==> config.mk <==
export PLATFORM = sky130hd
export DESIGN_NAME = operand_bank
export DESIGN_NICKNAME = d
export VERILOG_FILES = /design/src/rtl/operand_bank.sv
export SDC_FILE = /design/constraint.sdc
export NUM_CORES = 1
export LEC_CHECK = 0
export ABC_CLOCK_PERIOD_IN_PS = 3600
export CAP_MARGIN = 20
export CELL_PAD_IN_SITES_DETAIL_PLACEMENT = 2
export CELL_PAD_IN_SITES_GLOBAL_PLACEMENT = 2
export CORE_MARGIN = 2
export CORE_UTILIZATION = 42
export DETAILED_ROUTE_END_ITERATION = 8
export DONT_BUFFER_PORTS = 1
export GPL_TIMING_DRIVEN = 0
export PLACE_DENSITY_LB_ADDON = 0.1
export SYNTH_ARGS = -nofsm -noshare
export SYNTH_HDL_FRONTEND = slang
export SYNTH_SLANG_ARGS = --single-unit
==> constraint.sdc <==
create_clock -name clk -period 3.6 [get_ports clk]
set_input_delay 0.72 -clock clk [delete_from_list [all_inputs] [get_ports clk]]
set_output_delay 0.72 -clock clk [all_outputs]
set_load 0.02 [all_outputs]
==> src/rtl/operand_bank.sv <==
`default_nettype none
// ============================================================================
//  Module   : operand_bank
//  Purpose  : Small register bank driven by a three-state command sequencer.
//             A command (READ, WRITE, SWAP, CLEAR) is captured in IDLE,
//             executed on the following edge, and acknowledged by a
//             one-cycle ready pulse. Output1/Output2 always present the
//             post-command contents of reg[sel_a]/reg[sel_b].
//  Ports    : clk, rst            - clock, synchronous active-high reset
//             en, mode            - command strobe and code (00 RD, 01 WR,
//                                   10 SWAP, 11 CLEAR)
//             sel_a, sel_b        - register indices for ports 1 and 2
//             value1, value2      - write data for reg[sel_a] / reg[sel_b]
//             Output1, Output2    - registered post-command contents
//             ready               - one-cycle completion pulse (registered)
//             busy                - high while a command is in flight
//  Revision : 1.0 - initial release
// ============================================================================
module operand_bank #(
    parameter int WIDTH = 8,
    parameter int NREGS = 4,
    parameter int SEL_W = 2   // must equal log2(NREGS)
) (
    input  logic             clk,
    input  logic             rst,
    input  logic             en,
    input  logic [1:0]       mode,
    input  logic [SEL_W-1:0] sel_a,
    input  logic [SEL_W-1:0] sel_b,
    input  logic [WIDTH-1:0] value1,
    input  logic [WIDTH-1:0] value2,
    output logic [WIDTH-1:0] Output1,
    output logic [WIDTH-1:0] Output2,
    output logic             ready,
    output logic             busy
);

    localparam logic [1:0] c_IDLE = 2'd0;
    localparam logic [1:0] c_EXEC = 2'd1;
    localparam logic [1:0] c_DONE = 2'd2;

    localparam logic [1:0] c_MODE_READ  = 2'b00;
    localparam logic [1:0] c_MODE_WRITE = 2'b01;
    localparam logic [1:0] c_MODE_SWAP  = 2'b10;
    localparam logic [1:0] c_MODE_CLEAR = 2'b11;

    logic [1:0]       r_state;
    logic [1:0]       r_mode;
    logic [SEL_W-1:0] r_sel_a;
    logic [SEL_W-1:0] r_sel_b;
    logic [WIDTH-1:0] r_val1;
    logic [WIDTH-1:0] r_val2;
    logic [WIDTH-1:0] r_regs [NREGS];
    logic [WIDTH-1:0] r_out1;
    logic [WIDTH-1:0] r_out2;
    logic             r_ready;

    // Bank contents as they will look after the latched command executes.
    // Both outputs are taken from this view so they reflect post-command
    // state, including the aliasing cases (sel_a == sel_b).
    logic [WIDTH-1:0] w_next [NREGS];

    always_comb begin
        for (int i = 0; i < NREGS; i++) begin
            w_next[i] = r_regs[i];
        end
        case (r_mode)
            c_MODE_READ: begin
            end
            c_MODE_WRITE: begin
                // Port 2 is applied last so it wins when the selects alias.
                w_next[r_sel_a] = r_val1;
                w_next[r_sel_b] = r_val2;
            end
            c_MODE_SWAP: begin
                // Sourced from the current bank, so an aliased swap is a no-op.
                w_next[r_sel_a] = r_regs[r_sel_b];
                w_next[r_sel_b] = r_regs[r_sel_a];
            end
            c_MODE_CLEAR: begin
                for (int i = 0; i < NREGS; i++) begin
                    w_next[i] = '0;
                end
            end
            default: begin
            end
        endcase
    end

    always_ff @(posedge clk) begin
        if (rst) begin
            // Reset wins over en and aborts any in-flight command.
            r_state <= c_IDLE;
            r_mode  <= c_MODE_READ;
            r_sel_a <= '0;
            r_sel_b <= '0;
            r_val1  <= '0;
            r_val2  <= '0;
            r_out1  <= '0;
            r_out2  <= '0;
            r_ready <= 1'b0;
            for (int i = 0; i < NREGS; i++) begin
                r_regs[i] <= '0;
            end
        end else begin
            case (r_state)
                c_IDLE: begin
                    r_ready <= 1'b0;
                    if (en) begin
                        // Capture the whole command so inputs may change
                        // freely once it has been accepted.
                        r_mode  <= mode;
                        r_sel_a <= sel_a;
                        r_sel_b <= sel_b;
                        r_val1  <= value1;
                        r_val2  <= value2;
                        r_state <= c_EXEC;
                    end
                end
                c_EXEC: begin
                    for (int i = 0; i < NREGS; i++) begin
                        r_regs[i] <= w_next[i];
                    end
                    r_out1  <= w_next[r_sel_a];
                    r_out2  <= w_next[r_sel_b];
                    r_ready <= 1'b1;
                    r_state <= c_DONE;
                end
                c_DONE: begin
                    // en is deliberately not sampled here.
                    r_ready <= 1'b0;
                    r_state <= c_IDLE;
                end
                default: begin
                    r_ready <= 1'b0;
                    r_state <= c_IDLE;
                end
            endcase
        end
    end

    assign Output1 = r_out1;
    assign Output2 = r_out2;
    assign ready   = r_ready;
    assign busy    = (r_state != c_IDLE);

endmodule
`default_nettype wire

==> results.yml, run 1 <==
run_status:
  status: "finished clean"
synthesis:
  synth-simple-area-share_pct: 20.7
  async_reset_ff_share_pct: 0
  muxShareOfSynthArea_pct: 9.28
  ys_types: 80
  synth_top_family_by_area: "compound AO/OA/AOI/OAI gates"
  syn_inst: 724
  synth_ff_type: "dfxtp_1"
  synth-xor-area-share_pct: 0
  yosysSeqAreaShare_pct: 31.6
  syn_area_um2: 5890
  syn_nets: 749
  synth_edf_count: 32
  syn_avg_cell_area_um2: 8.14
  synthAdderAreaFrac_pct: 0
  ys.warnings.count: 0
  synth_compound_area_share_pct: 30.4
  ys_ff_latch: 77
timing:
  fin_skew_ns: 0.00930
  post-route-period-util_pct: 88.9
  finalSetupViolCount: 0
  slew_violations: 0
  slew_headroom_pct: 31.0
  period_minus_slack_ns: 3.20
  fin_tns_setup_ns: 0
  tightest_slew_ns: 1.03
  hold_violations: 0
  fmax_mhz: 312
  rsz0062_at_grt: "false"
  whs_ns: 0.481
pwr:
  p_leak_nw: 2.30
  netSwitchingPower_mw: 0.969
  vdd_drop_max_mv: 0.193
  p_sw_share_pct: 35.7
  p_int_mw: 1.75
  clkPwrFrac_pct: 37.0
  seqPwrFrac_pct: 39.0
  power.density_nw_per_um2: 422
  comb_power_share_pct: 23.9
die:
  start_util_pct: 42.8
  core_area_um2: 13800
  core.rowCount: 43
  dieArea_um2: 15000
  dieHeight_um: 122
  die_w_um: 122
  ios: 43
cts:
  cts_max_level: 3
  cts_buffers: 9
  clkTransAtPathRegs_ns: 0.07
  worstSkewPairLatency_ns: 0.37
  cts_tree: "done"
  clock-sinks: 77
  root_buffer: "clkbuf_16"
  cts_hold_buf: 0
  clock_path_buffers: 2
  cts_resized: 0
  cts_setup_buffers: 0
cells_and_area:
  multi_input_area_um2: 3550
  final_common_cell: "nand2_1"
  antenna_cells: 0
  num-nets-final: 761
  area_delta_synth_final_pct: 9.32
  seqCellArea_um2: 1860
  fillCellCount: 1578
  layout_common_cells: "nand2_1 (107), a21oi_1 (73), nor2_1 (50)"
  drive_above_1_share_pct: 16.2
  design_area_um2: 6440
global_route:
  grt_pass1_vias: 7084
  track_usage_pct: 43.3
  antenna_found_initial: 0
  grt_start_max_net_pins: 33
  grt-ovfl-total: 0
  grt_pass1_wl_um: 46100
setup_path:
  critPathKind: "in -> reg"
  path_buf_inv: 3
  endpoint_kind: "flip-flop"
  crit_family: "buffers and inverters"
  worst_ep_arrival_time_ns: 3.14
  crit_top_cell: "clkbuf_1"
  crit_chain: "clkbuf_1 -> a21oi_1 -> clkbuf_1 -> inv_2"
  crit_slowest_cell: "clkbuf_1"
  slowest_delay_ns: 0.82
  crit_path_start_kind: "input pin"
  required_ns: 3.54
  crit_path_max_fanout: 32
run:
  max-cap-violations: 0
worst_hold_path:
  hold_path_class: "in -> reg"
drt:
  routedWlPerCell_um: 34.4
  wirelength_um: 31700
  ant_nets: 0
  detail_route.iter0.violations: 807
  drc: 0
  via_per_inst: 7.34
  vias: 6757
  dr.pass1.iters: 5
place:
  place_area_um2: 6120
  gp_congestion: 1.04
  port_buffers: 0
  hpwl_um: 22400
## cell families after synthesis
kind of cell | count (synthesis)
and+or+nand+nor | 254
buffers and inverters | 94
muxes | 44
AOI/OAI and AO/OA | 255
DFF | 77
## sequential cells by signal, summed over array words and instances (netlist names), named ones only
signal,cells
r_val1,8
r_regs,32
r_sel_a,2
r_sel_b,2
Output2,8
r_mode,2
r_state,2
Output1,8
ready,1
r_val2,8
## worst paths after layout
kind	from	cells after the start	slack, ns	end
setup / recovery	rst	4	0.40	r_regs[3][1]
hold / removal	value2[2]	2	0.48	r_val2[2]
setup reg to reg	r_state[1]	4	0.51	r_regs[3][1]
hold reg to reg	r_val1[7]	2	0.55	r_val1[7]
## final cells by class
class                           count  share of cell area (%)
Sequential cell                    77                    28.9
Timing Repair Buffer                1                  0.0777
Multi-Input combinational cell    553                    55.2
Inverter                           26                    1.53
Clock buffer                       12                    4.49
Buffer                             68                    5.87
Tap cell                          180                    3.50
Clock inverter                      4                   0.466
## synth_stat cells, types with 16 or more instances
| master | number | area (um2) |
|---|---|---|
| a221oi_1 | 19 | 166 |
| edfxtp_1 | 32 | 961 |
| nor2_1 | 50 | 188 |
| nor3_1 | 16 | 80.1 |
| a21oi_1 | 73 | 365 |
| nand2_1 | 107 | 402 |
| clkbuf_1 | 19 | 71.3 |
| o21ai_0 | 32 | 160 |
| inv_1 | 25 | 93.8 |
| buf_2 | 35 | 175 |
| mux2i_1 | 16 | 160 |
| mux2_2 | 18 | 203 |
| dfxtp_1 | 45 | 901 |
## power by group through the flow
| stage | Combinational [mW] | Clock [mW] | Sequential, mW |
|---|---|---|---|
| after floorplan | 0.410 | 0 | 1.04 |
| after global placement | 0.591 | 0 | 1.07 |
| after detailed placement | 0.616 | 0 | 1.08 |
| after CTS | 0.624 | 1.00 | 1.06 |
| after global routing | 0.676 | 1.03 | 1.06 |
| final | 0.651 | 1.01 | 1.06 |
## per-layer routing
metal  vias up  global-route usage, %  share of wire (%)  wire, um
li1       2725                      -                  -         -
met1      3386                   52.2                 37     11900
met2       480                   67.2                 45     14100
met3       166                   10.9                 11      3360
met4         0                   30.5                7.4      2350
met5         -                      0                  0         0
## metrics by stage
step	utilization, %	total power [mW]	instances	setup WS, ns
floorplan	-	1.45	724	1.20
global placement	44.4	1.66	904	-0.216
detailed placement	44.4	1.69	904	0.151
CTS	46.7	2.68	920	0.529
global route	46.8	2.77	921	0.295
finish	46.8	2.72	921	0.400
No activity file was read; power rests on OpenSTA's default activity.
==> run 2: changes to the inputs <==
SLEW_MARGIN = 20   (was unset)
TNS_END_PERCENT = 50   (was unset)
==> results.yml, run 2 (same netlist as run 1, synthesis figures left out) <==
drt:
  detail_route.iter0.violations: 925
  vias: 6887
  ant_nets: 0
  via_per_inst: 7.48
  dr.pass1.iters: 5
  wirelength_um: 32400
  routedWlPerCell_um: 35.2
  drc: 0
die:
  core.rowCount: 43
  dieArea_um2: 15000
  ios: 43
  dieHeight_um: 122
  die_w_um: 122
  start_util_pct: 42.8
  core_area_um2: 13800
cells_and_area:
  num-nets-final: 761
  area_delta_synth_final_pct: 9.58
  final_common_cell: "nand2_1"
  layout_common_cells: "nand2_1 (107), a21oi_1 (73), nor2_1 (50)"
  antenna_cells: 0
  drive_above_1_share_pct: 16.2
  regMostFlops: "r_regs"
  final_cells: 921
  largest_reg_flops: 32
timing:
  fin_skew_ns: 0.00792
  period_minus_slack_ns: 3.11
  finalSetupViolCount: 0
  slew_headroom_pct: 9.95
  fmax_mhz: 321
  tightest_slew_ns: 1.34
  rsz0062_at_grt: "false"
  slew_violations: 0
  fin_tns_setup_ns: 0
  hold_violations: 0
  post-route-period-util_pct: 86.5
global_route:
  antenna_found_initial: 0
  grt_start_max_net_pins: 28
  grt_pass1_wl_um: 46800
  track_usage_pct: 43.9
  grt_pass1_vias: 7256
  grt-ovfl-total: 0
cts:
  cts_buffers: 9
  worstSkewPairLatency_ns: 0.36
  cts_tree: "done"
  cts_hold_buf: 0
  root_buffer: "clkbuf_16"
  clkTransAtPathRegs_ns: 0.07
  clock_path_buffers: 2
  cts_resized: 0
  cts_max_level: 3
  cts_setup_buffers: 0
  clock-sinks: 77
setup_path:
  critPathKind: "reg -> reg"
  endpoint_kind: "flip-flop"
  crit_path_max_fanout: 10
  reg2reg_depth: 7
  required_ns: 3.89
  crit_path_start_kind: "flip-flop"
  worst_ep_arrival_time_ns: 3.41
pwr:
  comb_power_share_pct: 24.3
  power.density_nw_per_um2: 422
  netSwitchingPower_mw: 0.974
  p_sw_share_pct: 35.7
  seqPwrFrac_pct: 38.9
  vdd_drop_max_mv: 0.208
  clkPwrFrac_pct: 36.7
  p_int_mw: 1.75
  p_leak_nw: 2.31
place:
  dp_cells: 905
  gp_congestion: 1.04
  port_buffers: 0
  hpwl_um: 22500
worst_hold_path:
  hold_depth: 2
  hold_path_class: "in -> reg"
run_status:
  status: "finished clean"
run:
  max-cap-violations: 0
==> run 2: layout make-up <==
class,count,area (um2)
Fill cell,1578,7320
Multi-Input combinational cell,553,3550
Sequential cell,77,1860
Buffer,68,378
Clock buffer,12,289
Tap cell,180,225
Inverter,26,98.8
Clock inverter,4,30.0
Timing Repair Buffer,1,20.0
==> run 2: worst max-delay path, cell delays in order (launching register included) <==
cell and delay (ns):
dfxtp_1 0.33, buf_2 0.25, clkbuf_1 0.46, a21boi_0 1.10
o21ai_0 0.25, o32ai_2 0.31, a22oi_1 0.18, nand3_1 0.15
==> run 2: through the flow <==
step	instance area (um2)	power (mW)	hold WS, ns	utilization (%)	setup slack (ns)
2_1_floorplan	5890	1.45	0.458	-	1.20
3_3_place_gp	6120	1.66	0.520	44.4	-0.216
3_5_place_dp	6140	1.70	0.541	44.6	0.394
4_1_cts	6460	2.68	0.491	46.9	0.736
5_1_grt	6460	2.77	0.509	46.9	0.646
6_report	6460	2.72	0.490	46.9	0.486
==> run 2: path summary, 6_finish.rpt <==
| kind | start | to | slack, ns |
|---|---|---|---|
| min | value1[6] | r_val1[6] | 0.49 |
| min reg2reg | r_val2[3] | r_val2[3] | 0.56 |
| max | r_mode[0] | Output1[5] | 0.49 |
| max reg2reg | r_mode[0] | Output1[5] | 0.49 |
==> run 2: metal layers <==
layer  part of all wire [%]  up-vias  wire length (um)  track usage, %
li1                       -     2728                 -               -
met1                     37     3434             12000            52.6
met2                     44      549             14300            67.2
met3                     11      176              3470            11.0
met4                    7.8        0              2530            34.1
met5                      0        -                 0               0
==> run 2: power groups by stage <==
stage / registers [mW] / clock network, mW / logic [mW]
3_3_place_gp: 1.07 / 0 / 0.591
4_1_cts: 1.06 / 0.996 / 0.632
5_1_grt: 1.06 / 1.02 / 0.684
3_5_place_dp: 1.07 / 0 / 0.620
6_report: 1.06 / 1.00 / 0.663
2_1_floorplan: 1.04 / 0 / 0.410
